$ cat src/rtl/program_loader_pkg.sv
// Shared definitions for the program loader slice.
//   loader_state_t : frame-parser state encoding
//   SYNC_BYTE      : first byte of every load frame
package program_loader_pkg;

    localparam logic [7:0] SYNC_BYTE = 8'hA5;

    typedef enum logic [2:0] {
        IDLE,
        LEN_LO,
        LEN_HI,
        DATA,
        WRITE,
        CHECK,
        DONE,
        ERROR
    } loader_state_t;

endpackage

$ cat src/rtl/program_loader_if.sv
// Byte-stream input and instruction-memory write bus of the program loader.
//   rx_data/rx_valid/rx_ready : incoming byte handshake
//   w_en/w_addr/instruction   : instruction memory write port
//   prog_ready/load_error/busy: load status towards the core
// master = the loader, slave = byte source / memory / core side.
interface program_loader_if #(
    parameter int unsigned DATA_WIDTH = 32
) ();

    logic [7:0]            rx_data;
    logic                  rx_valid;
    logic                  rx_ready;
    logic                  w_en;
    logic [DATA_WIDTH-1:0] w_addr;
    logic [DATA_WIDTH-1:0] instruction;
    logic                  prog_ready;
    logic                  load_error;
    logic                  busy;

    modport master (
        input  rx_data, rx_valid,
        output rx_ready, w_en, w_addr, instruction, prog_ready, load_error, busy
    );

    modport slave (
        output rx_data, rx_valid,
        input  rx_ready, w_en, w_addr, instruction, prog_ready, load_error, busy
    );

endinterface

$ cat src/rtl/program_loader_word_assembler.sv
// Packs payload bytes little-endian into a 32-bit word and keeps the running
// XOR checksum of every payload byte since the last clear.
//   clk, rst   : clock, synchronous active-high reset
//   clear      : restart (new frame payload)
//   load       : accept byte_in at the current byte position
//   byte_in    : payload byte
//   word_next  : current word with byte_in merged at the current position
//   last_byte  : current position is the 4th byte of a word
//   checksum   : XOR of all payload bytes loaded since clear
module word_assembler (
    input  logic        clk,
    input  logic        rst,
    input  logic        clear,
    input  logic        load,
    input  logic [7:0]  byte_in,
    output logic [31:0] word_next,
    output logic        last_byte,
    output logic [7:0]  checksum
);

    logic [31:0] word_q;
    logic [1:0]  byte_idx;

    always_comb begin
        word_next = word_q;
        case (byte_idx)
            2'd0:    word_next[7:0]   = byte_in;
            2'd1:    word_next[15:8]  = byte_in;
            2'd2:    word_next[23:16] = byte_in;
            default: word_next[31:24] = byte_in;
        endcase
    end

    assign last_byte = (byte_idx == 2'd3);

    always_ff @(posedge clk) begin
        if (rst || clear) begin
            word_q   <= '0;
            byte_idx <= '0;
            checksum <= '0;
        end else if (load) begin
            word_q   <= word_next;
            byte_idx <= byte_idx + 2'd1;
            checksum <= checksum ^ byte_in;
        end
    end

endmodule

$ cat src/rtl/program_loader.sv
// Program loader: parses SYNC | LEN_LO | LEN_HI | LEN*4 payload | CHK frames
// from a byte stream and writes little-endian 32-bit words to instruction
// memory; flags a verified image (prog_ready) or a failed frame (load_error).
//   clk, rst : clock, synchronous active-high reset
//   bus      : program_loader_if.master (rx handshake, write port, status)
module program_loader
    import program_loader_pkg::*;
#(
    parameter int unsigned DATA_WIDTH     = 32,
    parameter int unsigned MEM_DEPTH      = 64,
    parameter int unsigned TIMEOUT_CYCLES = 1024
) (
    input logic              clk,
    input logic              rst,
    program_loader_if.master bus
);

    localparam int unsigned CNT_W = $clog2(MEM_DEPTH + 1);
    localparam int unsigned TMO_W = $clog2(TIMEOUT_CYCLES + 1);

    loader_state_t         state, state_next;
    logic [7:0]            len_lo;
    logic [CNT_W-1:0]      word_count;
    logic [CNT_W-1:0]      word_idx;
    logic [TMO_W-1:0]      tmo_cnt;
    logic [DATA_WIDTH-1:0] w_addr_q;
    logic [DATA_WIDTH-1:0] instr_q;

    logic        rx_ready;
    logic        accept;
    logic        tmo_run;
    logic        tmo_hit;
    logic [15:0] len_full;
    logic        len_bad;
    logic        asm_clear;
    logic        asm_load;
    logic        asm_last;
    logic [31:0] asm_word;
    logic [7:0]  asm_chk;

    assign rx_ready = (state != WRITE);
    assign accept   = bus.rx_valid && rx_ready;
    assign tmo_run  = (state == LEN_LO) || (state == LEN_HI) ||
                      (state == DATA)   || (state == CHECK);
    // Timer counts idle cycles since the last accepted byte; the cycle that
    // would make it reach TIMEOUT_CYCLES sends the frame to ERROR.
    assign tmo_hit  = tmo_run && !accept && (tmo_cnt == TMO_W'(TIMEOUT_CYCLES - 1));

    // Full 16-bit length is range-checked before it is narrowed to CNT_W.
    assign len_full = {bus.rx_data, len_lo};
    assign len_bad  = (len_full == 16'd0) || (len_full > 16'(MEM_DEPTH));

    assign asm_clear = (state == LEN_HI) && accept && !len_bad;
    assign asm_load  = (state == DATA) && accept;

    word_assembler u_word_assembler (
        .clk       (clk),
        .rst       (rst),
        .clear     (asm_clear),
        .load      (asm_load),
        .byte_in   (bus.rx_data),
        .word_next (asm_word),
        .last_byte (asm_last),
        .checksum  (asm_chk)
    );

    always_ff @(posedge clk) begin
        if (rst) begin
            state      <= IDLE;
            len_lo     <= '0;
            word_count <= '0;
            word_idx   <= '0;
            tmo_cnt    <= '0;
            w_addr_q   <= '0;
            instr_q    <= '0;
        end else begin
            state <= state_next;
            if ((state == LEN_LO) && accept) begin
                len_lo <= bus.rx_data;
            end
            if (asm_clear) begin
                word_count <= CNT_W'(len_full);
                word_idx   <= '0;
            end
            // Address and data are captured with the 4th byte so they are
            // stable for the whole WRITE cycle and hold afterwards.
            if (asm_load && asm_last) begin
                w_addr_q <= DATA_WIDTH'(word_idx) << 2;
                instr_q  <= asm_word;
            end
            if (state == WRITE) begin
                word_idx <= word_idx + CNT_W'(1);
            end
            if (!tmo_run || accept) begin
                tmo_cnt <= '0;
            end else begin
                tmo_cnt <= tmo_cnt + TMO_W'(1);
            end
        end
    end

    always_comb begin
        state_next = state;
        case (state)
            IDLE: begin
                if (accept && (bus.rx_data == SYNC_BYTE)) state_next = LEN_LO;
            end
            LEN_LO: begin
                if (accept) state_next = LEN_HI;
            end
            LEN_HI: begin
                if (accept) state_next = len_bad ? ERROR : DATA;
            end
            DATA: begin
                if (accept && asm_last) state_next = WRITE;
            end
            WRITE: begin
                state_next = ((word_idx + CNT_W'(1)) == word_count) ? CHECK : DATA;
            end
            CHECK: begin
                if (accept) state_next = (bus.rx_data == asm_chk) ? DONE : ERROR;
            end
            DONE, ERROR: begin
                if (accept && (bus.rx_data == SYNC_BYTE)) state_next = LEN_LO;
            end
            default: state_next = IDLE;
        endcase
        if (tmo_hit) state_next = ERROR;
    end

    assign bus.rx_ready    = rx_ready;
    assign bus.w_en        = (state == WRITE);
    assign bus.w_addr      = w_addr_q;
    assign bus.instruction = instr_q;
    assign bus.prog_ready  = (state == DONE);
    assign bus.load_error  = (state == ERROR);
    assign bus.busy        = (state != IDLE) && (state != DONE) && (state != ERROR);

endmodule
$ cat src/flat_wrapper.sv
// flat-port wrapper written by rule: the top's interface ports become plain ports
module program_loader_flat import program_loader_pkg::*;
#(
    parameter int unsigned DATA_WIDTH     = 32,
    parameter int unsigned MEM_DEPTH      = 64,
    parameter int unsigned TIMEOUT_CYCLES = 1024
)
  (clk, rst, bus_rx_data, bus_rx_valid, bus_rx_ready, bus_w_en, bus_w_addr, bus_instruction, bus_prog_ready, bus_load_error, bus_busy);
  program_loader_if #(.DATA_WIDTH(DATA_WIDTH)) bus_i ();
  input logic clk;
  input logic rst;
  input wire logic [$bits(bus_i.rx_data)-1:0] bus_rx_data;
  input wire logic [$bits(bus_i.rx_valid)-1:0] bus_rx_valid;
  output wire logic [$bits(bus_i.rx_ready)-1:0] bus_rx_ready;
  output wire logic [$bits(bus_i.w_en)-1:0] bus_w_en;
  output wire logic [$bits(bus_i.w_addr)-1:0] bus_w_addr;
  output wire logic [$bits(bus_i.instruction)-1:0] bus_instruction;
  output wire logic [$bits(bus_i.prog_ready)-1:0] bus_prog_ready;
  output wire logic [$bits(bus_i.load_error)-1:0] bus_load_error;
  output wire logic [$bits(bus_i.busy)-1:0] bus_busy;
  assign bus_i.rx_data = bus_rx_data;
  assign bus_i.rx_valid = bus_rx_valid;
  assign bus_rx_ready = bus_i.rx_ready;
  assign bus_w_en = bus_i.w_en;
  assign bus_w_addr = bus_i.w_addr;
  assign bus_instruction = bus_i.instruction;
  assign bus_prog_ready = bus_i.prog_ready;
  assign bus_load_error = bus_i.load_error;
  assign bus_busy = bus_i.busy;
  program_loader #(.DATA_WIDTH(DATA_WIDTH), .MEM_DEPTH(MEM_DEPTH), .TIMEOUT_CYCLES(TIMEOUT_CYCLES)) u_core (.clk(clk), .rst(rst), .bus(bus_i));
endmodule
$ cat config.mk
export PLATFORM = sky130hd
export DESIGN_NAME = program_loader_flat
export DESIGN_NICKNAME = d
export VERILOG_FILES = /design/src/rtl/program_loader_pkg.sv /design/src/rtl/program_loader_if.sv /design/src/rtl/program_loader_word_assembler.sv /design/src/rtl/program_loader.sv /design/src/flat_wrapper.sv
export SDC_FILE = /design/constraint.sdc
export NUM_CORES = 1
export LEC_CHECK = 0
export ABC_AREA = 1
export BUFFER_PORTS_ARGS = -buffer_cell sky130_fd_sc_hd__buf_2
export CAP_MARGIN = 25
export CORE_UTILIZATION = 30
export CTS_CLUSTER_DIAMETER = 60
export DETAILED_ROUTE_END_ITERATION = 6
export GPL_TIMING_DRIVEN = 0
export PLACE_DENSITY = 0.54
export SYNTH_ARGS = -nofsm -noshare
export SYNTH_HDL_FRONTEND = slang
export SYNTH_SLANG_ARGS = --single-unit
$ cat constraint.sdc
create_clock -name clk -period 1.5 [get_ports clk]
set_input_delay 0.075 -clock clk [delete_from_list [all_inputs] [get_ports clk]]
set_output_delay 0.075 -clock clk [all_outputs]
set_load 0.01 [all_outputs]
==> results_dict.tcl <==
set metrics [dict create \
    rows 47 \
    initial_core_util 0.306 \
    synth_adder_area_share 0.0148 \
    synth_compound_area_frac 0.173 \
    setup_viol 1 \
    core_um2 16500 \
    hpwl_mm 9.11 \
    syn_avg_cell_area_um2 7.55 \
    placed_cell_area_um2 5690 \
    fmax_mhz 634 \
    drt_pass1_iterations 6 \
    drive_above_1_share 0.324 \
    nFillCells 1693 \
    p_leak_nw 2.70 \
    rsz0062_at_grt "true" \
    grt_usage 0.152 \
    ios 80 \
    hold_path_end "u_core.bus.instruction[30]" \
    regToRegEndpoint "u_core.state[2]" \
    overflow 0 \
    die_area_um2 17400 \
    ys_warn_count 0 \
    ant_nets 0 \
    min_from "bus_rx_data[6]" \
    cts.sinks 109 \
    cts_hold_buf 0 \
    vias 4415 \
    drc 2 \
    synthXorXnorAreaFrac 0.0173 \
    muxShareOfSynthArea 0 \
    clk_path_buf_depth 2 \
    syn-cell-area_um2 5060 \
    crit_fanout 2 \
    netlist_instances 670 \
    routed_via_density 4.43 \
    yosys_most_used_dff "dfxtp_1" \
    cts_tree "built" \
    crit_path_end_kind "register" \
    finalNetCount 789 \
    synth.largest_area_cell "dfxtp_1" \
    cp-startpoint "u_core.word_idx[1]" \
    grt_pass1_wl_mm 20.8 \
    synthTopCellsByArea "dfxtp_1 (43%), nand2_1 (8.6%), nor2_1 (6.8%)" \
    place_ws_ns -0.294 \
    power.density_nw_per_um2 1060 \
    die_y_um 132 \
    gp_congestion 0.803 \
    r2r_cells 10 \
    async_flop_share 0 \
    portBuffers 53 \
    clock_latency_ns 0.35 \
    htreeDepth 3 \
    reg2reg_from "u_core.word_idx[1]" \
    hold_path_class "primary input to register" \
    setup_tns_ns -0.0782 \
    wire_per_inst_um 13.1 \
    path_class "register to register" \
    slew_headroom 0.562 \
    finalMaxSlewViolations 0 \
    antenna_found_initial 0 \
    synth_edf_count 0 \
    violations "DRC, setup timing" \
    finalInstanceArea_um2 6650 \
    totalWireLength_mm 13.1 \
    worstMarginPinSlew_ns 0.657 \
    fp.dieW_um 132 \
    vdd_drop_max_v 0.000655 \
    maxCapViolCount 0 \
    synth_top_area_share 0.431 \
    worst_clock_skew_ns 0.00569 \
    drt_iter0_markers 217 \
    synthSimpleGateAreaFrac 0.247 \
    synth_top_family_by_area "simple AND/OR/NAND/NOR gates" \
    ys_seq_area_frac 0.431 \
    grt_max_degree 17 \
    critPathLaunchType "register" \
    utilization 0.402 \
    hold_viol_final 0 \
    required_ns 1.78 \
    status "complete, but fails checks" \
    syn2layout_area_growth_pct 31.4 \
    fin_ws_ns -0.0782 \
    power_mw 7.06 \
    post-route-min-period_ns 1.58 \
    r2r_slack_ns -0.08 \
    cts_root_buf "clkbuf_16" \
    antenna_cells 0 \
    holdPathStages 3 \
    finalCritPeriodShare 1.05 \
    synth_cell_type_count 37 \
    path_clk_slew_ns 0.07 \
    synth_seq_cells 109 \
    cts_made_buffers 9 \
    grt_pass1_vias 4059 \
    worstPathArrival_ns 1.86 \
]
==> how the worst max path moves through the flow <==
stage,slack [ns],endpoint
floorplan,0.04,u_core.state[2]
global placement,-0.27,u_core.u_word_assembler.word_q[13]
detailed placement,-0.29,u_core.u_word_assembler.word_q[13]
CTS,-0.04,u_core.u_word_assembler.word_q[16]
global route,-0.18,u_core.state[2]
finish,-0.08,u_core.state[2]
==> state kept, by name, summed over array words and instances (netlist names) <==
name / cells
u_core.u_word_assembler.checksum: 8
u_core.tmo_cnt: 11
u_core.len_lo: 8
u_core.word_count: 7
u_core.u_word_assembler.byte_idx: 2
u_core.word_idx: 7
u_core.state: 3
u_core.bus.w_addr: 7
u_core.u_word_assembler.word_q: 24
u_core.bus.instruction: 32
==> synth_stat cells, types with 6 or more instances <==
cell      instances
a21oi_1          68
dfxtp_1         109
nor3_1           12
xnor2_1           7
clkbuf_1         16
ha_1              6
a211oi_2          6
buf_4            33
inv_1            44
or2_2             8
nor2_1           91
o21ai_0          50
a211oi_1         20
nand2_1         116
or2_1            19
nand3_1          22
==> timing repair <==
action                     in CTS  in global routing
gates resized for setup        45                113
setup endpoints to repair      80                 91
setup buffers                   3                  9
pin swaps                       4                 25
gates cloned                    0                  4
==> worst max-delay path, stage by stage, from the launching register on <==
cell and delay (ns):
dfxtp_4 0.36, ha_4 0.27, xnor2_1 0.10, nand2_1 0.08
nor2_2 0.13, nand3_2 0.09, nor2_4 0.12, nand3_1 0.08
nand2_1 0.08, nand2_1 0.07, a21oi_2 0.12
==> power by group <==
| part | internal (mW) | switching, mW | leakage [nW] |
|---|---|---|---|
| registers | 3.01 | 0.105 | 0.887 |
| clock network | 1.43 | 1.09 | 0.152 |
| logic | 0.546 | 0.878 | 1.66 |
| total | 4.99 | 2.07 | 2.70 |
==> cell families (layout without fill, tap and decap cells) <==
logic type      Yosys count  count (layout)
fa+ha+maj                 6               6
simple gates            285             285
other cells               1              25
flops                   109             109
buf+inv                 108             191
xor+xnor                 10              10
compound gates          151             151
==> metal layers <==
layer  track usage  routed length [um]  part of all wire  up-vias
met4        0.0497                 170             0.013        0
met2         0.247                6120              0.47       66
met1         0.199                6270              0.48     1996
met3        0.0323                 523             0.040       13
met5             0                   0                 0        -
li1              -                   -                 -     2340
==> cell usage in the layout, fill, tap and decap left out, types with 3 or more instances in the layout <==
cell       synthesis  routed
clkbuf_1          16       9
xnor2_1            7       7
nand2_4            2       4
nor2_2             5       8
clkbuf_8           0       3
clkbuf_16          0      13
buf_8              3       7
dfxtp_4            0       5
a21oi_2            0      28
nand4_1            3       3
nand3_2            0       6
nor3_1            12      12
inv_2              4      12
nor2_4             0       8
nand2_1          116     103
o21ai_1            2      13
ha_4               0       5
or2_2              8       8
a21oi_1           68      39
clkbuf_2           0       3
dfxtp_1          109      95
buf_6              2      10
buf_2              5      58
a211oi_2           6       6
nor2_1            91      80
nand2_2            2      13
or2_1             19      19
a211oi_1          20      20
inv_1             44      35
dfxtp_2            0       9
xor2_1             3       3
buf_4             33      34
o21ai_0           50      38
conb_1             1      25
nand3_1           22      16
==> per-stage QoR <==
step | cells | hold slack, ns
3_5_place_dp | 967 | 0.402
3_3_place_gp | 967 | 0.396
4_1_cts | 986 | 0.0263
2_1_floorplan | 694 | 0.238
5_1_grt | 997 | 0.0568
6_report | 997 | 0.0374
==> layout make-up <==
cell class / count / area, um2 / area share
Timing Repair Buffer: 69 / 492 / 0.0740
Tap cell: 220 / 275 / 0.0414
Sequential cell: 109 / 2210 / 0.333
Multi-Input combinational cell: 477 / 2710 / 0.408
Clock buffer: 13 / 270 / 0.0407
Buffer: 57 / 457 / 0.0687
Clock inverter: 3 / 42.5 / 0.00640
Inverter: 49 / 188 / 0.0282
No activity file was read; power rests on OpenSTA's default activity.
